$ cat src/rtl/pipe_stage_if.sv
// Handshake bundle for one pipeline register: upstream side (in_*),
// downstream side (out_*) and the stage-local flush request.
interface pipe_stage_if #(
    parameter int DATA_W = 64
);
    logic              flush;
    logic              in_valid;
    logic              in_ready;
    logic [DATA_W-1:0] in_data;
    logic              out_valid;
    logic              out_ready;
    logic [DATA_W-1:0] out_data;

    // Environment side: drives input payload, downstream ready and flush
    modport master (
        output flush, in_valid, in_data, out_ready,
        input  in_ready, out_valid, out_data
    );

    // Pipeline register side
    modport slave (
        input  flush, in_valid, in_data, out_ready,
        output in_ready, out_valid, out_data
    );
endinterface

$ cat src/rtl/pipe_stage_reg.sv
// Valid/ready pipeline register between two processor stages.
// SKID=0: one entry, in_ready is combinational from out_ready.
// SKID=1: main + skid entry, in_ready comes straight from a flop so the
// upstream ready path is cut while full throughput is kept.
// Flush empties the stage but never touches the data registers.
module pipe_stage_reg #(
    parameter int                DATA_W     = 64,
    parameter int                SKID       = 0,
    parameter logic [DATA_W-1:0] RESET_DATA = '0
) (
    input  logic         clk,
    input  logic         rst_n,
    pipe_stage_if.slave  bus
);

    generate
        if (SKID == 0) begin : g_single
            logic              valid_reg;
            logic [DATA_W-1:0] data_reg;
            logic              accept;

            // A slot opens up whenever the held entry leaves this cycle
            assign bus.in_ready  = !valid_reg || bus.out_ready;
            assign accept        = bus.in_valid && bus.in_ready;
            assign bus.out_valid = valid_reg;
            assign bus.out_data  = data_reg;

            // Single-entry register: load on accept, drain on take, flush wins
            always_ff @(posedge clk or negedge rst_n) begin
                if (!rst_n) begin
                    valid_reg <= 1'b0;
                    data_reg  <= RESET_DATA;
                end else if (bus.flush) begin
                    valid_reg <= 1'b0;
                end else if (accept) begin
                    valid_reg <= 1'b1;
                    data_reg  <= bus.in_data;
                end else if (bus.out_ready) begin
                    valid_reg <= 1'b0;
                end
            end
        end else begin : g_skid
            typedef enum logic [1:0] {
                EMPTY = 2'd0,
                BUSY  = 2'd1,
                FULL  = 2'd2
            } state_t;

            state_t            state_reg;
            logic              in_ready_reg;
            logic              out_valid_reg;
            logic [DATA_W-1:0] main_data_reg;
            logic [DATA_W-1:0] skid_data_reg;
            logic              accept;
            logic              take;

            assign accept        = bus.in_valid && in_ready_reg;
            assign take          = out_valid_reg && bus.out_ready;
            assign bus.in_ready  = in_ready_reg;
            assign bus.out_valid = out_valid_reg;
            assign bus.out_data  = main_data_reg;

            // Occupancy FSM with registered ready/valid; output always comes from main
            always_ff @(posedge clk or negedge rst_n) begin
                if (!rst_n) begin
                    state_reg     <= EMPTY;
                    in_ready_reg  <= 1'b1;
                    out_valid_reg <= 1'b0;
                    main_data_reg <= RESET_DATA;
                    skid_data_reg <= RESET_DATA;
                end else if (bus.flush) begin
                    state_reg     <= EMPTY;
                    in_ready_reg  <= 1'b1;
                    out_valid_reg <= 1'b0;
                end else begin
                    case (state_reg)
                        EMPTY: begin
                            if (accept) begin
                                main_data_reg <= bus.in_data;
                                out_valid_reg <= 1'b1;
                                state_reg     <= BUSY;
                            end
                        end
                        BUSY: begin
                            if (accept && take) begin
                                main_data_reg <= bus.in_data;
                            end else if (accept) begin
                                // Downstream stalled: park the new item behind main
                                skid_data_reg <= bus.in_data;
                                in_ready_reg  <= 1'b0;
                                state_reg     <= FULL;
                            end else if (take) begin
                                out_valid_reg <= 1'b0;
                                state_reg     <= EMPTY;
                            end
                        end
                        FULL: begin
                            if (take) begin
                                main_data_reg <= skid_data_reg;
                                in_ready_reg  <= 1'b1;
                                state_reg     <= BUSY;
                            end
                        end
                        default: begin
                            state_reg     <= EMPTY;
                            in_ready_reg  <= 1'b1;
                            out_valid_reg <= 1'b0;
                        end
                    endcase
                end
            end
        end
    endgenerate

endmodule
$ cat src/flat_wrapper.sv
// flat-port wrapper written by rule: the top's interface ports become plain ports
module pipe_stage_reg_flat 
#(
    parameter int                DATA_W     = 64,
    parameter int                SKID       = 0,
    parameter logic [DATA_W-1:0] RESET_DATA = '0
)
  (clk, rst_n, bus_flush, bus_in_valid, bus_in_data, bus_out_ready, bus_in_ready, bus_out_valid, bus_out_data);
  pipe_stage_if #(.DATA_W(DATA_W)) bus_i ();
  input  logic clk;
  input  logic rst_n;
  input wire logic [$bits(bus_i.flush)-1:0] bus_flush;
  input wire logic [$bits(bus_i.in_valid)-1:0] bus_in_valid;
  input wire logic [$bits(bus_i.in_data)-1:0] bus_in_data;
  input wire logic [$bits(bus_i.out_ready)-1:0] bus_out_ready;
  output wire logic [$bits(bus_i.in_ready)-1:0] bus_in_ready;
  output wire logic [$bits(bus_i.out_valid)-1:0] bus_out_valid;
  output wire logic [$bits(bus_i.out_data)-1:0] bus_out_data;
  assign bus_i.flush = bus_flush;
  assign bus_i.in_valid = bus_in_valid;
  assign bus_i.in_data = bus_in_data;
  assign bus_i.out_ready = bus_out_ready;
  assign bus_in_ready = bus_i.in_ready;
  assign bus_out_valid = bus_i.out_valid;
  assign bus_out_data = bus_i.out_data;
  pipe_stage_reg #(.DATA_W(DATA_W), .SKID(SKID), .RESET_DATA(RESET_DATA)) u_core (.clk(clk), .rst_n(rst_n), .bus(bus_i));
endmodule
$ cat config.mk
export PLATFORM = sky130hd
export DESIGN_NAME = pipe_stage_reg_flat
export DESIGN_NICKNAME = d
export VERILOG_FILES = /design/src/rtl/pipe_stage_if.sv /design/src/rtl/pipe_stage_reg.sv /design/src/flat_wrapper.sv
export SDC_FILE = /design/constraint.sdc
export NUM_CORES = 1
export LEC_CHECK = 0
export CORE_UTILIZATION = 43
export CTS_BUF_LIST = sky130_fd_sc_hd__clkbuf_16
export CTS_CLUSTER_DIAMETER = 100
export DETAILED_ROUTE_END_ITERATION = 6
export PLACE_DENSITY_LB_ADDON = 0.12
export SETUP_SLACK_MARGIN = 0.2
export SYNTH_ARGS = -nofsm -noshare
export SYNTH_HDL_FRONTEND = slang
export SYNTH_SLANG_ARGS = --single-unit
export TNS_END_PERCENT = 30
$ cat constraint.sdc
create_clock -name clk -period 3.15 [get_ports clk]
set_input_delay 0.315 -clock clk [delete_from_list [all_inputs] [get_ports clk]]
set_output_delay 0.315 -clock clk [all_outputs]
set_load 0.01 [all_outputs]
Yosys cells after proc, flatten, opt, wreduce, memory -nomap -nowiden

Cells that the tools add are included.

Reduce and logical (&&, ||, !) cells: 5
Muxes and demuxes: 3
Bitwise operators: 1

Operators by type and width:

| kind              | number |
|---|---|
| $mux 1            | 3 |
| $reduce_bool 3->1 | 1 |
| $reduce_and 2->1  | 1 |
| $logic_and 1x1->1 | 1 |
| $logic_not 1->1   | 1 |
| $logic_or 1x1->1  | 1 |
| $not 1->1         | 1 |

Bits of input ports: 69
Flip-flop bits (word level): 65
Output and inout port bits: 66

Depth between registers and ports, before layout

Gate-level depths: netlist of run 1.

Depth after elaboration: 5
Gate-level depth with buffers: 5
Depth with buffers taken out: 3

Worst setup path before layout of run 1

OpenSTA, ideal clock, no wires.

Path type: reg-to-reg
Start: reg u_core.g_single.valid_reg, in the netlist u_core.bus.out_valid
End: reg u_core.g_single.data_reg[0], in the netlist u_core.bus.out_data[0]
Cell stages (with the launch flop): 6
Library setup time: 125 ps
Arrival time: 1344 ps
Required time: 3025 ps
Setup slack: 1681 ps
Path through: dfrtp_1 -> nor2b_4 -> nor3b_2 -> buf_6 -> buf_12 -> mux2_4

Word-level cells in the longest chain between the ends: 4

Ends and longest elaborated chain:

| what                       | line                 | text |
|---|---|---|
| start, declared            | pipe_stage_reg.sv:18 | `logic valid_reg;` |
| start signal, assigned     | pipe_stage_reg.sv:31 | `valid_reg <= 1'b0;` |
| start signal, assigned     | pipe_stage_reg.sv:34 | `valid_reg <= 1'b0;` |
| start signal, assigned     | pipe_stage_reg.sv:36 | `valid_reg <= 1'b1;` |
| $logic_not 1->1            | pipe_stage_reg.sv:23 | `assign bus.in_ready = !valid_reg \|\| bus.out_ready;` |
| $logic_or 1x1->1           | pipe_stage_reg.sv:23 |  |
| $logic_and 1x1->1          | pipe_stage_reg.sv:24 | `assign accept = bus.in_valid && bus.in_ready;` |
| $reduce_and 2->1 (no line) | -                    |  |
| end signal, assigned       | pipe_stage_reg.sv:37 | `data_reg <= bus.in_data;` |
| end, declared              | pipe_stage_reg.sv:19 | `logic [DATA_W-1:0] data_reg;` |

No other way between the ends.
A chain may end at the register's enable or synchronous reset.

Worst setup path in the final report of run 1

Start: in bus_out_ready
End: out bus_in_ready

Word-level cells in the longest chain between the ends: 1

Ends and longest elaborated chain:

| what             | line                 | text |
|---|---|---|
| start, declared  | flat_wrapper.sv:15   | `input wire logic [$bits(bus_i.out_ready)-1:0] bus_out_ready;` |
| $logic_or 1x1->1 | pipe_stage_reg.sv:23 |  |
| end, declared    | flat_wrapper.sv:16   | `output wire logic [$bits(bus_i.in_ready)-1:0] bus_in_ready;` |

No other way between the ends.

==> out/results.ini, run 1 <==
[hold_path]
hp-class = input pin to async pin

[global_routing]
track_usage = 0.181
grt_pass1_vias = 1739
antenna_found_initial = 0
grt_start_max_net_pins = 54
grt_pass1_wl_mm = 8.74
gr-total-overflow = 0

[power_and_ir_drop]
irDropWorstVdd_mv = 0.486
p_leak_nw = 1.92
power_density_nw_per_um2 = 608

[detailed_routing]
vias_per_cell = 4.66
totalWireLength_mm = 5.88
first_pass_iters = 4
drt_iter0_markers = 36
final_antenna_net_count = 0
via_count = 1687
post_drt_wl_per_cell_um = 16.2
drc = 0

[critical_path]
crit_arrival_ps = 1500
required_ps = 2830
timing.rr.end = u_core.bus.out_data[57]$_DFFE_PN0P_
rr_worst_depth = 4
timing.reg2reg.setup_slack_ps = 1460
endpoint_kind = output port
critical-path-top-delay-family = buffers and inverters
crit_type = input pin to output port
crit_slowest_cell = clkdlybuf4s50_1
max_stage_delay_ps = 550
cp_cell_sequence = clkdlybuf4s50_1, nor2b_4, inv_1, clkdlybuf4s50_1
cpMostUsedCell = clkdlybuf4s50_1
crit_end = bus_in_ready
worst-path-stages = 4
start_kind = input pin
critPathBufInv = 3
critical_path.max_fanout = 3
critPathLaunch = bus_out_ready
worstReg2RegStart = u_core.bus.out_valid$_DFFE_PN0P_

[final_layout]
final_core_util = 0.720
nFillCells = 416
multi_input_area_um2 = 986
largest_reg_flops = 64
final_cell_mix = clkdlybuf4s50_1, dfrtp_1, mux2_4
nets = 351
drive_gt1_frac = 0.286
antennaDiodeCount = 0
layout_commonest_cell = clkdlybuf4s50_1
syn2layout_area_growth_pct = 58.2
regArea_um2 = 1630

[clock_network]
cts_buffer_depth = 2
post_cts.resized_instances = 0
clock-root-buffer = clkbuf_16
htree_levels = 3
cts_tree = yes
clock_latency_ps = 320
cts_setup_buffers = 0
clk_pin_slew_ps = 50
cts_buffers = 9
cts_sinks = 65
hold_buffers = 0

[logic_synthesis]
avgSynthCellArea_um2 = 19.4
ys_seq_elements = 65
synthDistinctLibCells = 9
syn-num-nets = 210
syn_inst = 141
syn_area_um2 = 2740
yosys_warnings = 0
yosysSeqAreaShare = 0.593

[place]
place_hpwl_mm = 3.98
pre_cts_ws_ps = 1120
gp_congestion = 0.691
io_buffers = 134

[sta]
setup_viol = 0
clock_skew_ps = 3.93
finalHoldViolCount = 0
drv_slew = 0
setup-tns-final_ps = 0
rsz0062_at_grt = no
min_period_ps = 1810
clock.fmax_mhz = 552
relSlewSlack = 0.440
setup_ws_ps = 1340
period_share = 0.575
worstMarginPinSlew_ps = 840

[die]
dieHeight_um = 81.8
io_pins = 135
start_util = 0.455
core_area_um2 = 6030
die_area_um2 = 6700
fp-row-count = 28
die_x_um = 81.8

[job]
max_cap_viol_count = 0

[outcome]
status = complete, no violations

-- logic make-up after synthesis --
group,count (synthesis),synth area share
mux,64,0.345
buf+inv,8,0.0493
flops,65,0.593
simple gates,4,0.0123
-- worst min path at each step --
stage          startpoint                                   to  slack (ps)  cells after the start
2_1_floorplan       rst_n   u_core.bus.out_data[0]$_DFFE_PN0P_          20                      0
3_3_place_gp        rst_n   u_core.bus.out_data[8]$_DFFE_PN0P_         450                      1
3_5_place_dp        rst_n   u_core.bus.out_data[8]$_DFFE_PN0P_         470                      1
4_1_cts             rst_n   u_core.bus.out_data[8]$_DFFE_PN0P_         130                      1
5_1_grt             rst_n  u_core.bus.out_data[10]$_DFFE_PN0P_         170                      1
6_report            rst_n   u_core.bus.out_data[8]$_DFFE_PN0P_          90                      1
-- where the power goes --
part | total [mW] | switching [mW] | internal (mW) | leakage, nW
Combinational | 0.726 | 0.223 | 0.503 | 1.01
Clock | 0.848 | 0.333 | 0.515 | 0.136
Sequential | 1.06 | 0.0820 | 0.979 | 0.765
-- cell type report --
cell class,instances,area share
Multi-Input combinational cell,68,0.227
Tap cell,75,0.0216
Clock buffer,9,0.0519
Clock inverter,7,0.00692
Inverter,1,0.000866
Sequential cell,65,0.375
Timing Repair Buffer,137,0.316
-- through the flow --
step	hold slack, ps	area [µm²]	total power [mW]	std cells
after floorplan	19.4	2740	1.39	141
after global placement	451	4080	1.79	346
after detailed placement	471	4080	1.80	346
after CTS	129	4340	2.67	362
after global routing	167	4340	2.75	362
final	94.0	4340	2.63	362
-- synth_stat cells --
library cell | number | area, µm²
dfrtp_1 | 65 | 1630
mux2_4 | 60 | 901
buf_12 | 6 | 120
mux2_2 | 4 | 45.0
nor2_1 | 2 | 7.51
buf_6 | 1 | 11.3
inv_1 | 1 | 3.75
nor2b_4 | 1 | 13.8
nor3b_2 | 1 | 12.5
-- routing by layer --
| layer | vias to the layer above | track usage | part of all wire | routed length [µm] |
|---|---|---|---|---|
| li1 | 775 | - | - | - |
| met1 | 824 | 0.231 | 0.44 | 2580 |
| met2 | 81 | 0.266 | 0.45 | 2660 |
| met3 | 7 | 0.0744 | 0.098 | 574 |
| met4 | 0 | 0.0842 | 0.012 | 70 |
| met5 | - | 0 | 0 | 0 |
Power figures use the tool's default switching activity.
==> inputs of run 2 (changes only) <==
- CORE_UTILIZATION: 43 -> 36
- clock period: 3.15 -> 1.6 ns (I/O delays scaled with it)
==> run 2 against run 1 <==
Clock skew up 0.70 ps. First-iteration DRC count decreased by 33%. Die area rose by 19%. Worst setup slack worse by 1200 ps. Highest routed layer unchanged. Clock power increased by 110%. Largest power group unchanged. Sequential power is 96% higher. Critical endpoint is now u_core.bus.out_data[56]$_DFFE_PN0P_. Critical path depth rose by 1.
==> out/results.ini, run 2 (synthesized netlist as in run 1, its figures left out) <==
[final_layout]
drive_gt1_frac = 0.305  ; +0.0197
layout_commonest_cell = clkdlybuf4s50_1
largest_reg_flops = 64  ; unchanged
design_area_um2 = 4570  ; +5.5%
final_cell_mix = clkdlybuf4s50_1, dfrtp_1, mux2_4
nets = 362  ; +3.1%
syn2layout_area_growth_pct = 66.8
antennaDiodeCount = 0  ; unchanged

[detailed_routing]
totalWireLength_mm = 5.95  ; +1.2%
vias_per_cell = 4.31  ; -7.5%
drc = 0  ; unchanged
via_count = 1711  ; +1.4%
first_pass_iters = 2  ; -2
post_drt_wl_per_cell_um = 15.0  ; -7.7%
final_antenna_net_count = 0  ; unchanged
drt_iter0_markers = 24  ; -33%

[global_routing]
grt_pass1_wl_mm = 9.05  ; +3.5%
gr-total-overflow = 0  ; unchanged
antenna_found_initial = 0  ; unchanged
grt_pass1_vias = 1782  ; +2.5%
track_usage = 0.155  ; -0.0259
grt_start_max_net_pins = 66  ; +22%

[place]
io_buffers = 134  ; unchanged
place_hpwl_mm = 4.24  ; +6.5%
pre_cts_ws_ps = -123  ; -1240 ps
gp_congestion = 0.698  ; +1.1%
placed_area_um2 = 4210  ; +3.2%

[critical_path]
critPathBufInv = 2  ; -1
critical_path.max_fanout = 14  ; +11
crit_type = register to register
required_ps = 1790  ; -1040 ps
endpoint_kind = register
start_kind = register
crit_arrival_ps = 1680  ; +180 ps
max_stage_delay_ps = 370  ; -180 ps
cp_cell_sequence = nor2b_4, nor3b_4, buf_6, buf_12, mux2_2
critical-path-top-delay-family = flip-flops
crit_slowest_cell = dfrtp_1

[power_and_ir_drop]
clkPwrFrac = 0.337  ; +0.015
p_comb_frac = 0.276  ; about the same
p_switching_mw = 1.25  ; +96%
irDropWorstVdd_mv = 0.698  ; +44%
p_seq_frac = 0.387  ; -0.016
power_density_nw_per_um2 = 1180  ; +94%
swShare = 0.232  ; -0.0100
p_leak_nw = 2.01  ; +4.9%
power.internal_mw = 4.13  ; +110%
power.total_mw = 5.38  ; +100%

[clock_network]
clk_pin_slew_ps = 50  ; about the same
clock_latency_ps = 310  ; about the same
cts_sinks = 65  ; unchanged
cts_buffer_depth = 2  ; unchanged
cts_buffers = 9  ; unchanged
htree_levels = 3  ; unchanged
cts_tree = yes
clock-root-buffer = clkbuf_16

[die]
start_util = 0.376  ; -0.0790
dieHeight_um = 89.3  ; +9.1%
core_area_um2 = 7290  ; +21%
die_area_um2 = 7970  ; +19%
die_x_um = 89.3  ; +9.1%
fp-row-count = 31  ; +11%
io_pins = 135  ; unchanged

[sta]
rsz0062_at_grt = yes
period_share = 0.930
min_period_ps = 1490
finalHoldViolCount = 0  ; unchanged
worstMarginPinSlew_ps = 353  ; -488 ps
drv_slew = 0  ; unchanged
relSlewSlack = 0.765  ; +0.325
setup_viol = 0  ; unchanged
setup-tns-final_ps = 0  ; unchanged
setup_ws_ps = 113  ; -1230 ps
clock_skew_ps = 4.63  ; +0.699 ps
clock.fmax_mhz = 672

[hold_path]
hp-class = input pin to async pin

[job]
max_cap_viol_count = 0  ; unchanged

[outcome]
status = complete, no violations

==> run 2: changes by cell type in the layout (fill, tap and decap cells not counted), sizes merged <==
cell,previous run,this run
clkbuf,9,10
clkdlybuf4s50,133,132
buf,4,13
dlygate4sd3,0,1
bufinv,0,1
clkinv,5,4
dlygate4sd2,0,1
==> run 2: per-stage QoR <==
stage	cells	utilization	hold slack, ps
floorplan	141	-	-136
global placement	377	0.578	206
detailed placement	377	0.578	206
CTS	396	0.623	409
global route	397	0.627	436
finish	397	0.627	381
==> run 2: final timing paths <==
path / start / end / slack (ps) / depth (start not counted)
max reg2reg: u_core.bus.out_valid$_DFFE_PN0P_ / u_core.bus.out_data[56]$_DFFE_PN0P_ / 110 / 5
max: u_core.bus.out_valid$_DFFE_PN0P_ / u_core.bus.out_data[56]$_DFFE_PN0P_ / 110 / 5
min in group clk: bus_in_data[7] / u_core.bus.out_data[7]$_DFFE_PN0P_ / 460 / 2
min: rst_n / u_core.bus.out_data[4]$_DFFE_PN0P_ / 380 / 3
min reg2reg: u_core.bus.out_data[57]$_DFFE_PN0P_ / u_core.bus.out_data[57]$_DFFE_PN0P_ / 500 / 1
max in group asynchronous: rst_n / u_core.bus.out_data[51]$_DFFE_PN0P_ / 920 / 3
==> run 2: timing repair <==
action,4_1_cts,5_1_grt
pin swaps,0,0
hold buffers,1,0
setup buffers,1,0
hold endpoints to repair,65,0
cloned,1,1
endpoints found under the setup margin,65,105
resized for setup,4,1
==> run 2: metal layers <==
metal | vias up | share of wire | global-route usage
met3 | 5 | 0.089 | 0.0489
met1 | 828 | 0.44 | 0.215
met5 | - | 0 | 0
met2 | 81 | 0.46 | 0.225
li1 | 797 | - | -
met4 | 0 | 0.0089 | 0.0649
==> run 2: power by group through the flow <==
stage	clock (mW)	combinational [mW]	sequential [mW]
global route	1.95	1.58	2.12
CTS	1.86	1.50	2.09
finish	1.81	1.49	2.08
floorplan	0	0.499	2.23
detailed placement	0	1.48	2.10
global placement	0	1.46	2.10
==> run 2: cell type report <==
cell class | count | area, µm²
clock buffer | 9 | 225
clock inverter | 7 | 53.8
fill | 588 | 2720
inverter | 1 | 3.75
multi-input combinational | 68 | 986
sequential | 65 | 1630
tap | 99 | 124
timing repair buffer | 148 | 1550
==> run 2: worst reg2reg max path, stage by stage, from the launching register on <==
cell and delay [ps]:
dfrtp_1 370, nor2b_4 140, nor3b_4 210, buf_6 150, buf_12 150, mux2_2 340
